`config.mk`:
```
export PLATFORM = sky130hd
export DESIGN_NAME = aes_key_expand
export DESIGN_NICKNAME = d
export VERILOG_FILES = /design/src/rtl/aes_pkg.sv /design/src/rtl/sbox.sv /design/src/rtl/aes_key_expand.sv
export SDC_FILE = /design/constraint.sdc
export NUM_CORES = 1
export LEC_CHECK = 0
export CELL_PAD_IN_SITES_DETAIL_PLACEMENT = 1
export CELL_PAD_IN_SITES_GLOBAL_PLACEMENT = 1
export CORE_MARGIN = 1
export CORE_UTILIZATION = 47
export DETAILED_ROUTE_END_ITERATION = 8
export PLACE_DENSITY_LB_ADDON = 0.1
export SLEW_MARGIN = 20
export SYNTH_ARGS = -nofsm -noshare
export SYNTH_HDL_FRONTEND = slang
export SYNTH_HIERARCHICAL = 1
export SYNTH_SLANG_ARGS = --single-unit
```
`constraint.sdc`:
```
create_clock -name clk -period 11.4 [get_ports clk]
set_clock_uncertainty 0.15 [all_clocks]
set_input_delay 2.85 -clock clk [delete_from_list [all_inputs] [get_ports clk]]
set_output_delay 2.85 -clock clk [all_outputs]
set_load 0.05 [all_outputs]
```
`src/rtl/aes_pkg.sv`:
```
// Shared AES definitions: round-constant parameters, key-schedule FSM states and
// the GF(2^8) doubling helper also used by MixColumns.
package aes_pkg;

    localparam logic [7:0] AES_RCON_INIT = 8'h01;
    localparam logic [7:0] AES_RCON_POLY = 8'h1b;

    typedef enum logic {
        ST_IDLE = 1'b0,
        ST_RUN  = 1'b1
    } aes_state_e;

    // Multiply by x in GF(2^8), reducing by the AES polynomial.
    function automatic logic [7:0] xtime(input logic [7:0] x);
        return {x[6:0], 1'b0} ^ (x[7] ? AES_RCON_POLY : 8'h00);
    endfunction

endpackage

```
`src/rtl/sbox.sv`:
```
// Combinational AES forward S-box; the table is stored with entry 0 in the top byte.
module sbox (
    input  logic [7:0] data,
    output logic [7:0] dout
);

    localparam logic [2047:0] SBOX_TABLE = {
        128'h637c777bf26b6fc53001672bfed7ab76,
        128'hca82c97dfa5947f0add4a2af9ca472c0,
        128'hb7fd9326363ff7cc34a5e5f171d83115,
        128'h04c723c31896059a071280e2eb27b275,
        128'h09832c1a1b6e5aa0523bd6b329e32f84,
        128'h53d100ed20fcb15b6acbbe394a4c58cf,
        128'hd0efaafb434d338545f9027f503c9fa8,
        128'h51a3408f929d38f5bcb6da2110fff3d2,
        128'hcd0c13ec5f974417c4a77e3d645d1973,
        128'h60814fdc222a908846eeb814de5e0bdb,
        128'he0323a0a4906245cc2d3ac629195e479,
        128'he7c8376d8dd54ea96c56f4ea657aae08,
        128'hba78252e1ca6b4c6e8dd741f4bbd8b8a,
        128'h703eb5664803f60e613557b986c11d9e,
        128'he1f8981169d98e949b1e87e9ce5528df,
        128'h8ca1890dbfe6426841992d0fb054bb16
    };

    // Entry n lives at bit offset 8*(255-n), and 255-n is simply ~n.
    assign dout = SBOX_TABLE[{~data, 3'b000} +: 8];

endmodule

```
`src/rtl/aes_key_expand.sv`:
```
// AES-128 iterative key schedule: emits round keys 0..NUM_ROUNDS over a
// valid/ready stream, one key per accepted handshake.
module aes_key_expand
    import aes_pkg::*;
#(
    parameter int NUM_ROUNDS = 10
) (
    input  logic         clk,
    input  logic         rst,
    input  logic         start,
    input  logic [127:0] key_in,
    input  logic         rk_ready,
    output logic         rk_valid,
    output logic [127:0] rk_out,
    output logic [3:0]   rk_idx,
    output logic         busy,
    output logic         done
);

    localparam logic [3:0] LAST_IDX = 4'(NUM_ROUNDS);

    aes_state_e   state_q, state_d;
    logic [127:0] rkOut_q, rkOut_d;
    logic [3:0]   rkIdx_q, rkIdx_d;
    logic [7:0]   rcon_q, rcon_d;
    logic         rkValid_q, rkValid_d;
    logic         busy_q, busy_d;
    logic         done_q, done_d;

    logic [31:0]  w0, w1, w2, w3;
    logic [31:0]  rotWord, subWord, tWord;
    logic [31:0]  n0, n1, n2, n3;
    logic [127:0] nextKey;

    assign {w0, w1, w2, w3} = rkOut_q;
    assign rotWord = {w3[23:0], w3[31:24]};

    for (genvar b = 0; b < 4; b++) begin : g_subword
        sbox u_sbox (
            .data (rotWord[8*b +: 8]),
            .dout (subWord[8*b +: 8])
        );
    end

    assign tWord   = subWord ^ {rcon_q, 24'h0};
    assign n0      = w0 ^ tWord;
    assign n1      = w1 ^ n0;
    assign n2      = w2 ^ n1;
    assign n3      = w3 ^ n2;
    assign nextKey = {n0, n1, n2, n3};

    always_comb begin
        state_d   = state_q;
        rkOut_d   = rkOut_q;
        rkIdx_d   = rkIdx_q;
        rcon_d    = rcon_q;
        rkValid_d = rkValid_q;
        busy_d    = busy_q;
        done_d    = 1'b0;
        unique case (state_q)
            ST_IDLE: begin
                if (start) begin
                    rkOut_d   = key_in;
                    rkIdx_d   = 4'd0;
                    rcon_d    = AES_RCON_INIT;
                    rkValid_d = 1'b1;
                    busy_d    = 1'b1;
                    state_d   = ST_RUN;
                end
            end
            ST_RUN: begin
                // start is deliberately not looked at here; a run cannot be restarted.
                if (rk_ready) begin
                    if (rkIdx_q == LAST_IDX) begin
                        rkValid_d = 1'b0;
                        busy_d    = 1'b0;
                        done_d    = 1'b1;
                        state_d   = ST_IDLE;
                    end else begin
                        rkOut_d = nextKey;
                        rkIdx_d = rkIdx_q + 4'd1;
                        rcon_d  = xtime(rcon_q);
                    end
                end
            end
            default: state_d = ST_IDLE;
        endcase
    end

    always_ff @(posedge clk or posedge rst) begin
        if (rst) begin
            state_q   <= ST_IDLE;
            rkOut_q   <= '0;
            rkIdx_q   <= '0;
            rcon_q    <= AES_RCON_INIT;
            rkValid_q <= 1'b0;
            busy_q    <= 1'b0;
            done_q    <= 1'b0;
        end else begin
            state_q   <= state_d;
            rkOut_q   <= rkOut_d;
            rkIdx_q   <= rkIdx_d;
            rcon_q    <= rcon_d;
            rkValid_q <= rkValid_d;
            busy_q    <= busy_d;
            done_q    <= done_d;
        end
    end

    assign rk_valid = rkValid_q;
    assign rk_out   = rkOut_q;
    assign rk_idx   = rkIdx_q;
    assign busy     = busy_q;
    assign done     = done_q;

endmodule
```
==> summary.log, run 1 <==
qor: logic_synthesis.number_of_flops_mapped_to_enable_cells_by_yosys 0
qor: drt.length_of_routed_met2_wiring 49470 um
qor: global_route.groute.usage.overall 43.53%
qor: worst_setup_path.worstPathRequired 11.64 ns
qor: clock_tree.post-cts-setup-buffers 0
qor: timing.final_period_minus_worst_setup_slack 5.957 ns
qor: clock_tree.htree_levels 4
qor: place.io_buffers 266
qor: timing.worst_relative_slew_slack 20.77%
qor: drt.top_signal_layer_used met5
qor: worst_setup_path.cp_data_arrival_time 6.19 ns
qor: timing.setup_tns 0 ns
qor: floorplanning.initial_core_util 47.68%
qor: drt.antenna_left 0
qor: logic_synthesis.ys_warn_count 6
qor: logic_synthesis.postSynth.topFlopCell dfrtp_1
qor: timing.rsz_0062_raised_after_global_routing no
qor: drt.drc_errors 0
qor: timing.finalMaxSlewViolations 0
qor: logic_synthesis.synthDominantCellAreaShare 15.58%
qor: drt.routed_wirelength 111000 um
qor: clock_tree.clock_transition_time_at_the_flip_flop_clock_pins_of_the_worst_setup_and_hold_paths 0.07 ns
qor: clock_tree.cts_resized 0
qor: clock_tree.numCtsBuffers 17
qor: floorplanning.die_width 222.3 um
qor: logic_synthesis.number_of_synthesized_register_bits 143
qor: drt.dr_wl_met3 11580 um
qor: global_route.globalRouteOverflowTotal 0
qor: drt.route.vias.total 27230
qor: clock_tree.cts_hold_buf 0
qor: floorplanning.core_region_area 47850 um^2
qor: drt.drt_first_pass_iters 9
qor: logic_synthesis.synth_cells 3002
qor: global_route.antenna_found_initial 7
qor: layout.nets 3191
qor: logic_synthesis.ys_top_cells_by_area dfrtp_1 (16%), a21oi_1 (5.3%), o21ai_0 (4.4%), xnor3_1 (3.9%), nor2_1 (3.7%)
qor: drt.wl_per_cell 30.57 um
qor: status.outcome completed
qor: logic_synthesis.netlist.top_cell.by_area dfrtp_1
qor: timing.final.period_utilization 52.26%
qor: global_route.global_route_wire_length_before_repair 167700 um
qor: layout.drive_above_1_share 8.904%
qor: timing.max_slew.worst_pin.slew 1.187 ns
qor: global_route.grt_start_max_net_pins 103
qor: layout.layout.filler_cells 5924
qor: logic_synthesis.synthDistinctLibCells 88
qor: layout.multi_input_comb_area 17040 um^2
qor: drt.drt-vias-per-instance 7.501
qor: floorplanning.rows 80
qor: drt.drt_first_iter_violations 3906
qor: logic_synthesis.postSynth.asyncResetShare 100.0%
qor: global_route.number_of_global_route_vias_before_repair 26650
qor: logic_synthesis.syn_nets 3196
qor: logic_synthesis.synth_area_per_cell 7.599 um^2
qor: clock_tree.clock_latency 0.49 ns
qor: floorplanning.die_area 49420 um^2
qor: worst_setup_path.timing.critical_path.fanout_max 87
qor: worst_setup_path.timing.critical_path.from_type input pin
qor: logic_synthesis.yosysSeqAreaShare 15.69%
qor: timing.final_hold_viol_count 0
qor: place.gp_congestion 1.050
qor: layout.register_area 3611 um^2
qor: place.dp_hpwl 76040 um
qor: clock_tree.cts_root_buffer clkbuf_16
qor: logic_synthesis.synthesis.area 22810 um^2
qor: job.timing.max_cap.violations 0
qor: worst_setup_path.timing_worst_setup_path_type input pin to flop
qor: worst_setup_path.cp-end-kind flop
qor: drt.routed_length_on_met1 43520 um
qor: timing.final_count_of_negative_setup_slack_endpoints 0
qor: timing.max_clock_freq 167.9 MHz
qor: layout.synth_to_final_area_change 10.78%
qor: clock_tree.clock_sinks 143
qor: clock_tree.tritoncts built
qor: floorplanning.io_pins 267
qor: floorplanning.die_height 222.3 um
qor: hold_path.worstHoldPathType flop to flop
qor: clock_tree.clock_tree.buffer_depth 2
## cell usage after synthesis, drive strengths merged (40+ instances only)
master,n
buf,248
a21oi,241
nor2,229
o21ai,228
nand2,209
dfrtp,142
nand2b,109
nand3,101
a211oi,99
a311oi,91
clkbuf,91
nor2b,82
o211ai,81
a31oi,68
ha,62
inv,59
nor3,57
o22ai,52
xor2,46
o221a,44
o311ai,41
a22oi,40
xnor3,40
## cell usage in the layout, fill, tap and decap left out, types with 20 or more instances in the layout
cell / synthesis / routed
a211o_1: 31 / 31
a211oi_1: 99 / 99
a21boi_0: 20 / 20
a21oi_1: 240 / 240
a221oi_1: 24 / 24
a22oi_1: 40 / 40
a311oi_1: 91 / 91
a31oi_1: 68 / 68
and2_1: 35 / 34
buf_4: 47 / 48
clkdlybuf4s50_1: 0 / 266
dfrtp_1: 142 / 125
ha_1: 62 / 62
inv_1: 55 / 54
mux2i_1: 22 / 22
nand2_1: 192 / 192
nand2b_1: 101 / 100
nand3_1: 101 / 101
nor2_1: 225 / 225
nor2b_1: 74 / 73
nor3_1: 57 / 57
o211ai_1: 81 / 81
o21ai_0: 200 / 200
o21ai_1: 28 / 28
o221a_2: 36 / 36
o22ai_1: 52 / 52
o311ai_0: 29 / 29
o31ai_1: 28 / 28
or2_2: 24 / 24
or3_1: 36 / 36
xnor2_1: 31 / 31
xnor3_1: 40 / 40
xor2_1: 46 / 46
## worst max-delay path: stages
cell	delay, ns
clkdlybuf4s50_1	1.08
nor2b_4	0.82
buf_4	0.94
a211oi_1	0.14
a311oi_1	0.30
## through the flow
| step | setup slack (ns) | instance area (um^2) | cells | util [%] | hold WS, ns |
|---|---|---|---|---|---|
| 3_5_place_dp | 4.965 | 24660 | 3592 | 51.55 | 0.3680 |
| 4_1_cts | 5.484 | 25230 | 3624 | 52.74 | 0.3792 |
| 5_1_grt | 5.280 | 25270 | 3629 | 52.81 | 0.3936 |
| 6_report | 5.443 | 25270 | 3630 | 52.82 | 0.3787 |
| 3_3_place_gp | 5.191 | 24660 | 3592 | 51.55 | 0.3521 |
| 2_1_floorplan | 4.564 | 22810 | 3002 | - | 0.3824 |
## sequential cells by signal, indices dropped and copies added, names as in the netlist
| signal | count |
|---|---|
| state_q | 1 |
| busy | 1 |
| done | 1 |
| rk_out | 128 |
| rk_idx | 4 |
| rcon_q | 8 |
## cells by family (layout without fill, tap and decap cells)
group / after synthesis / in the layout / share of synthesized area (%)
compound gates: 1261 / 1261 / 38.91
simple gates: 971 / 971 / 22.32
buf+inv: 398 / 406 / 9.768
flops: 143 / 143 / 15.69
xor+xnor: 117 / 117 / 6.905
fa+ha+maj: 62 / 62 / 3.400
mux: 50 / 50 / 3.006
other cells: 0 / 5 / 0
## metal layers
| metal | track usage, % | vias to the layer above |
|---|---|---|
| li1 | - | 11460 |
| met5 | 0 | - |
| met4 | 24.37 | 4 |
| met1 | 56.42 | 13410 |
| met3 | 8.900 | 439 |
| met2 | 67.38 | 1913 |
## worst paths after layout
path                            startpoint  depth (start not counted)  slack (ns)          to
max in group asynchronous              rst                          4        6.62  rk_out[19]
worst min-delay path            rk_out[76]                          1        0.38  rk_out[76]
worst max-delay path                 start                          5        5.44  rk_out[71]
worst max register to register  rk_out[25]                         13        5.57   rk_out[5]
min in group asynchronous              rst                          2        2.58  rk_out[33]
worst min register to register  rk_out[76]                          1        0.38  rk_out[76]
## area by class of cell
type	count	area share, %
Multi-Input combinational cell	2461	67.41
Sequential cell	143	14.29
Timing Repair Buffer	315	12.07
Tap cell	615	3.045
Clock buffer	20	1.807
Inverter	59	0.8961
Clock inverter	12	0.4357
Antenna cell	5	0.04951
Power of run 1 is not shown: default switching activity piles up to over one toggle a cycle in this logic, so the estimate is an artifact.
==> inputs of run 2 (changes only) <==
--- a/config.mk
+++ b/config.mk
@@ -8,7 +8,7 @@
 export CELL_PAD_IN_SITES_DETAIL_PLACEMENT = 1
 export CELL_PAD_IN_SITES_GLOBAL_PLACEMENT = 1
 export CORE_MARGIN = 1
-export CORE_UTILIZATION = 47
+export CORE_UTILIZATION = 43
 export DETAILED_ROUTE_END_ITERATION = 8
 export PLACE_DENSITY_LB_ADDON = 0.1
 export SLEW_MARGIN = 20
==> constraint.sdc (replaced) <==
create_clock -name clk -period 5.8 [get_ports clk]
set_clock_uncertainty 0.15 [all_clocks]
set_input_delay 1.45 -clock clk [delete_from_list [all_inputs] [get_ports clk]]
set_output_delay 1.45 -clock clk [all_outputs]
set_load 0.05 [all_outputs]
==> summary.log, run 2 (synthesis gave the netlist of run 1 again) <==
qor: layout.nets 3208 [+0.53%]
qor: timing.final.period_utilization 82.08%
qor: layout.register_area 3611 um^2 [unchanged]
qor: layout.fin_cells 3727 [+2.7%]
qor: layout.layout_common_cells clkdlybuf4s50_1 (266), a21oi_1 (240), nor2_1 (225), o21ai_0 (200), nand2_1 (192)
qor: hold_path.worstHoldPathType flop to flop
qor: status.outcome completed
qor: worst_setup_path.cp_data_arrival_time 4.96 ns [-1.23 ns]
qor: place.postPlaceCellArea 24970 um^2 [+1.2%]
qor: drt.route.vias.total 27220 [-0.022%]
qor: layout.final_design_area_no_fill 25640 um^2 [+1.4%]
qor: floorplanning.die_area 53980 um^2 [+9.2%]
qor: clock_tree.clock_tree.buffer_depth 2 [unchanged]
qor: worst_setup_path.timing.critical_path.fanout_max 45 [-48%]
qor: global_route.antenna_found_initial 12 [+5]
qor: worst_setup_path.timing.critical_path.from_type flop
qor: timing.finalMaxSlewViolations 0 [unchanged]
qor: clock_tree.cts_resized 0 [unchanged]
qor: timing.final_hold_viol_count 0 [unchanged]
qor: floorplanning.die_width 232.3 um [+4.5%]
qor: floorplanning.die_height 232.3 um [+4.5%]
qor: layout.layout.filler_cells 6506 [+9.8%]
qor: timing.final_period_minus_worst_setup_slack 4.761 ns
qor: drt.drt-vias-per-instance 7.304 [-2.6%]
qor: drt.routed_wirelength 114800 um [+3.4%]
qor: job.timing.max_cap.violations 0 [unchanged]
qor: clock_tree.cts_root_buffer clkbuf_16
qor: place.dp_hpwl 80610 um [+6.0%]
qor: layout.largest_register_ffs 128 [unchanged]
qor: clock_tree.numCtsBuffers 17 [unchanged]
qor: place.placedCellCount 3683 [+2.5%]
qor: clock_tree.clock_transition_time_at_the_flip_flop_clock_pins_of_the_worst_setup_and_hold_paths 0.06 ns [about the same]
qor: layout.synth_to_final_area_change 12.37%
qor: global_route.number_of_global_route_vias_before_repair 26450 [-0.77%]
qor: global_route.globalRouteOverflowTotal 0 [unchanged]
qor: floorplanning.initial_core_util 43.50% [-4.2 points]
qor: clock_tree.cts_hold_buf 0 [unchanged]
qor: layout.finalCoreUtilization 48.88% [-3.9 points]
qor: drt.drt_first_iter_violations 3841 [-1.7%]
qor: worst_setup_path.cp-end-kind flop
qor: global_route.groute.usage.overall 41.34% [-2.2 points]
qor: place.gp_congestion 1.088 [+3.6%]
qor: clock_tree.tritoncts built
qor: timing.setup_tns 0 ns [unchanged]
qor: worst_setup_path.timing_worst_setup_path_type flop to flop
qor: global_route.global_route_wire_length_before_repair 171200 um [+2.1%]
qor: floorplanning.rows 84 [+5.0%]
qor: clock_tree.clock_sinks 143 [unchanged]
qor: drt.wl_per_cell 30.79 um [+0.73%]
qor: layout.drive_above_1_share 9.316% [+0.41 points]
qor: timing.final_count_of_negative_setup_slack_endpoints 0 [unchanged]
qor: drt.drc_errors 0 [unchanged]
qor: timing.max_slew.worst_pin.slew 1.137 ns [-0.05061 ns]
qor: floorplanning.core_region_area 52450 um^2 [+9.6%]
qor: global_route.grt_start_max_net_pins 109 [+5.8%]
qor: drt.antenna_left 0 [unchanged]
qor: timing.max_clock_freq 210.0 MHz
qor: clock_tree.htree_levels 4 [unchanged]
qor: place.io_buffers 266 [unchanged]
qor: drt.drt_first_pass_iters 6 [-3]
qor: clock_tree.clock_latency 0.48 ns [about the same]
qor: clock_tree.post-cts-setup-buffers 0 [unchanged]
qor: layout.multi_input_comb_area 17040 um^2 [unchanged]
qor: timing.worst_relative_slew_slack 23.95% [+3.2 points]
qor: floorplanning.io_pins 267 [unchanged]
qor: layout.mostFrequentLayoutCell clkdlybuf4s50_1
qor: worst_setup_path.worstPathRequired 6.00 ns [-5.64 ns]
qor: timing.rsz_0062_raised_after_global_routing no
==> run 2: cell types whose count changed in the layout (fill, tap and decap cells not counted), sizes merged <==
cell	before	now
bufinv	1	5
clkinv	7	4
clkbuf	20	22
diode	5	12
inv	62	59
buf	49	66
==> run 2: critical path, stage by stage (launching register included) <==
cell and delay [ns]:
dfrtp_2 0.92, inv_1 0.60, ha_1 0.43, o211a_1 0.28
a311oi_1 0.35, nor2_1 0.12, a22oi_1 0.61, xnor3_1 0.49
xor2_1 0.18, o221a_2 0.25, a211o_1 0.22
==> run 2: metrics by stage <==
step                setup slack [ns]  hold WS (ns)
floorplan                     0.3637        0.3824
global placement               1.247        0.3530
detailed placement             1.232        0.3724
CTS                            1.179        0.3826
global route                  0.9684        0.4157
finish                         1.039        0.3817
==> run 2: area by class of cell <==
class	instances	share of cell area [%]
Antenna cell	12	0.1171
Clock buffer	22	1.772
Clock inverter	10	0.7223
Inverter	59	0.8834
Multi-Input combinational cell	2461	66.45
Sequential cell	143	14.09
Tap cell	688	3.358
Timing Repair Buffer	332	12.61
==> run 2: routing by layer <==
layer | GRT usage (%) | routed length (um)
met5 | 0 | 13
met4 | 25.56 | 7568
met3 | 9.172 | 11880
met2 | 62.88 | 50900
met1 | 52.92 | 44400
==> run 2: worst paths after layout <==
path | start | end | slack, ns | cells after the start
worst max-delay path | rk_out[26] | rk_out[1] | 1.04 | 10
worst max register to register | rk_out[26] | rk_out[1] | 1.04 | 10
worst min register to register | rk_out[75] | rk_out[75] | 0.38 | 1
max in group asynchronous | rst | rk_out[19] | 3.17 | 3
worst min-delay path | rk_out[75] | rk_out[75] | 0.38 | 1
min in group asynchronous | rst | busy | 1.34 | 2
Power of run 2 is left out for the same reason.
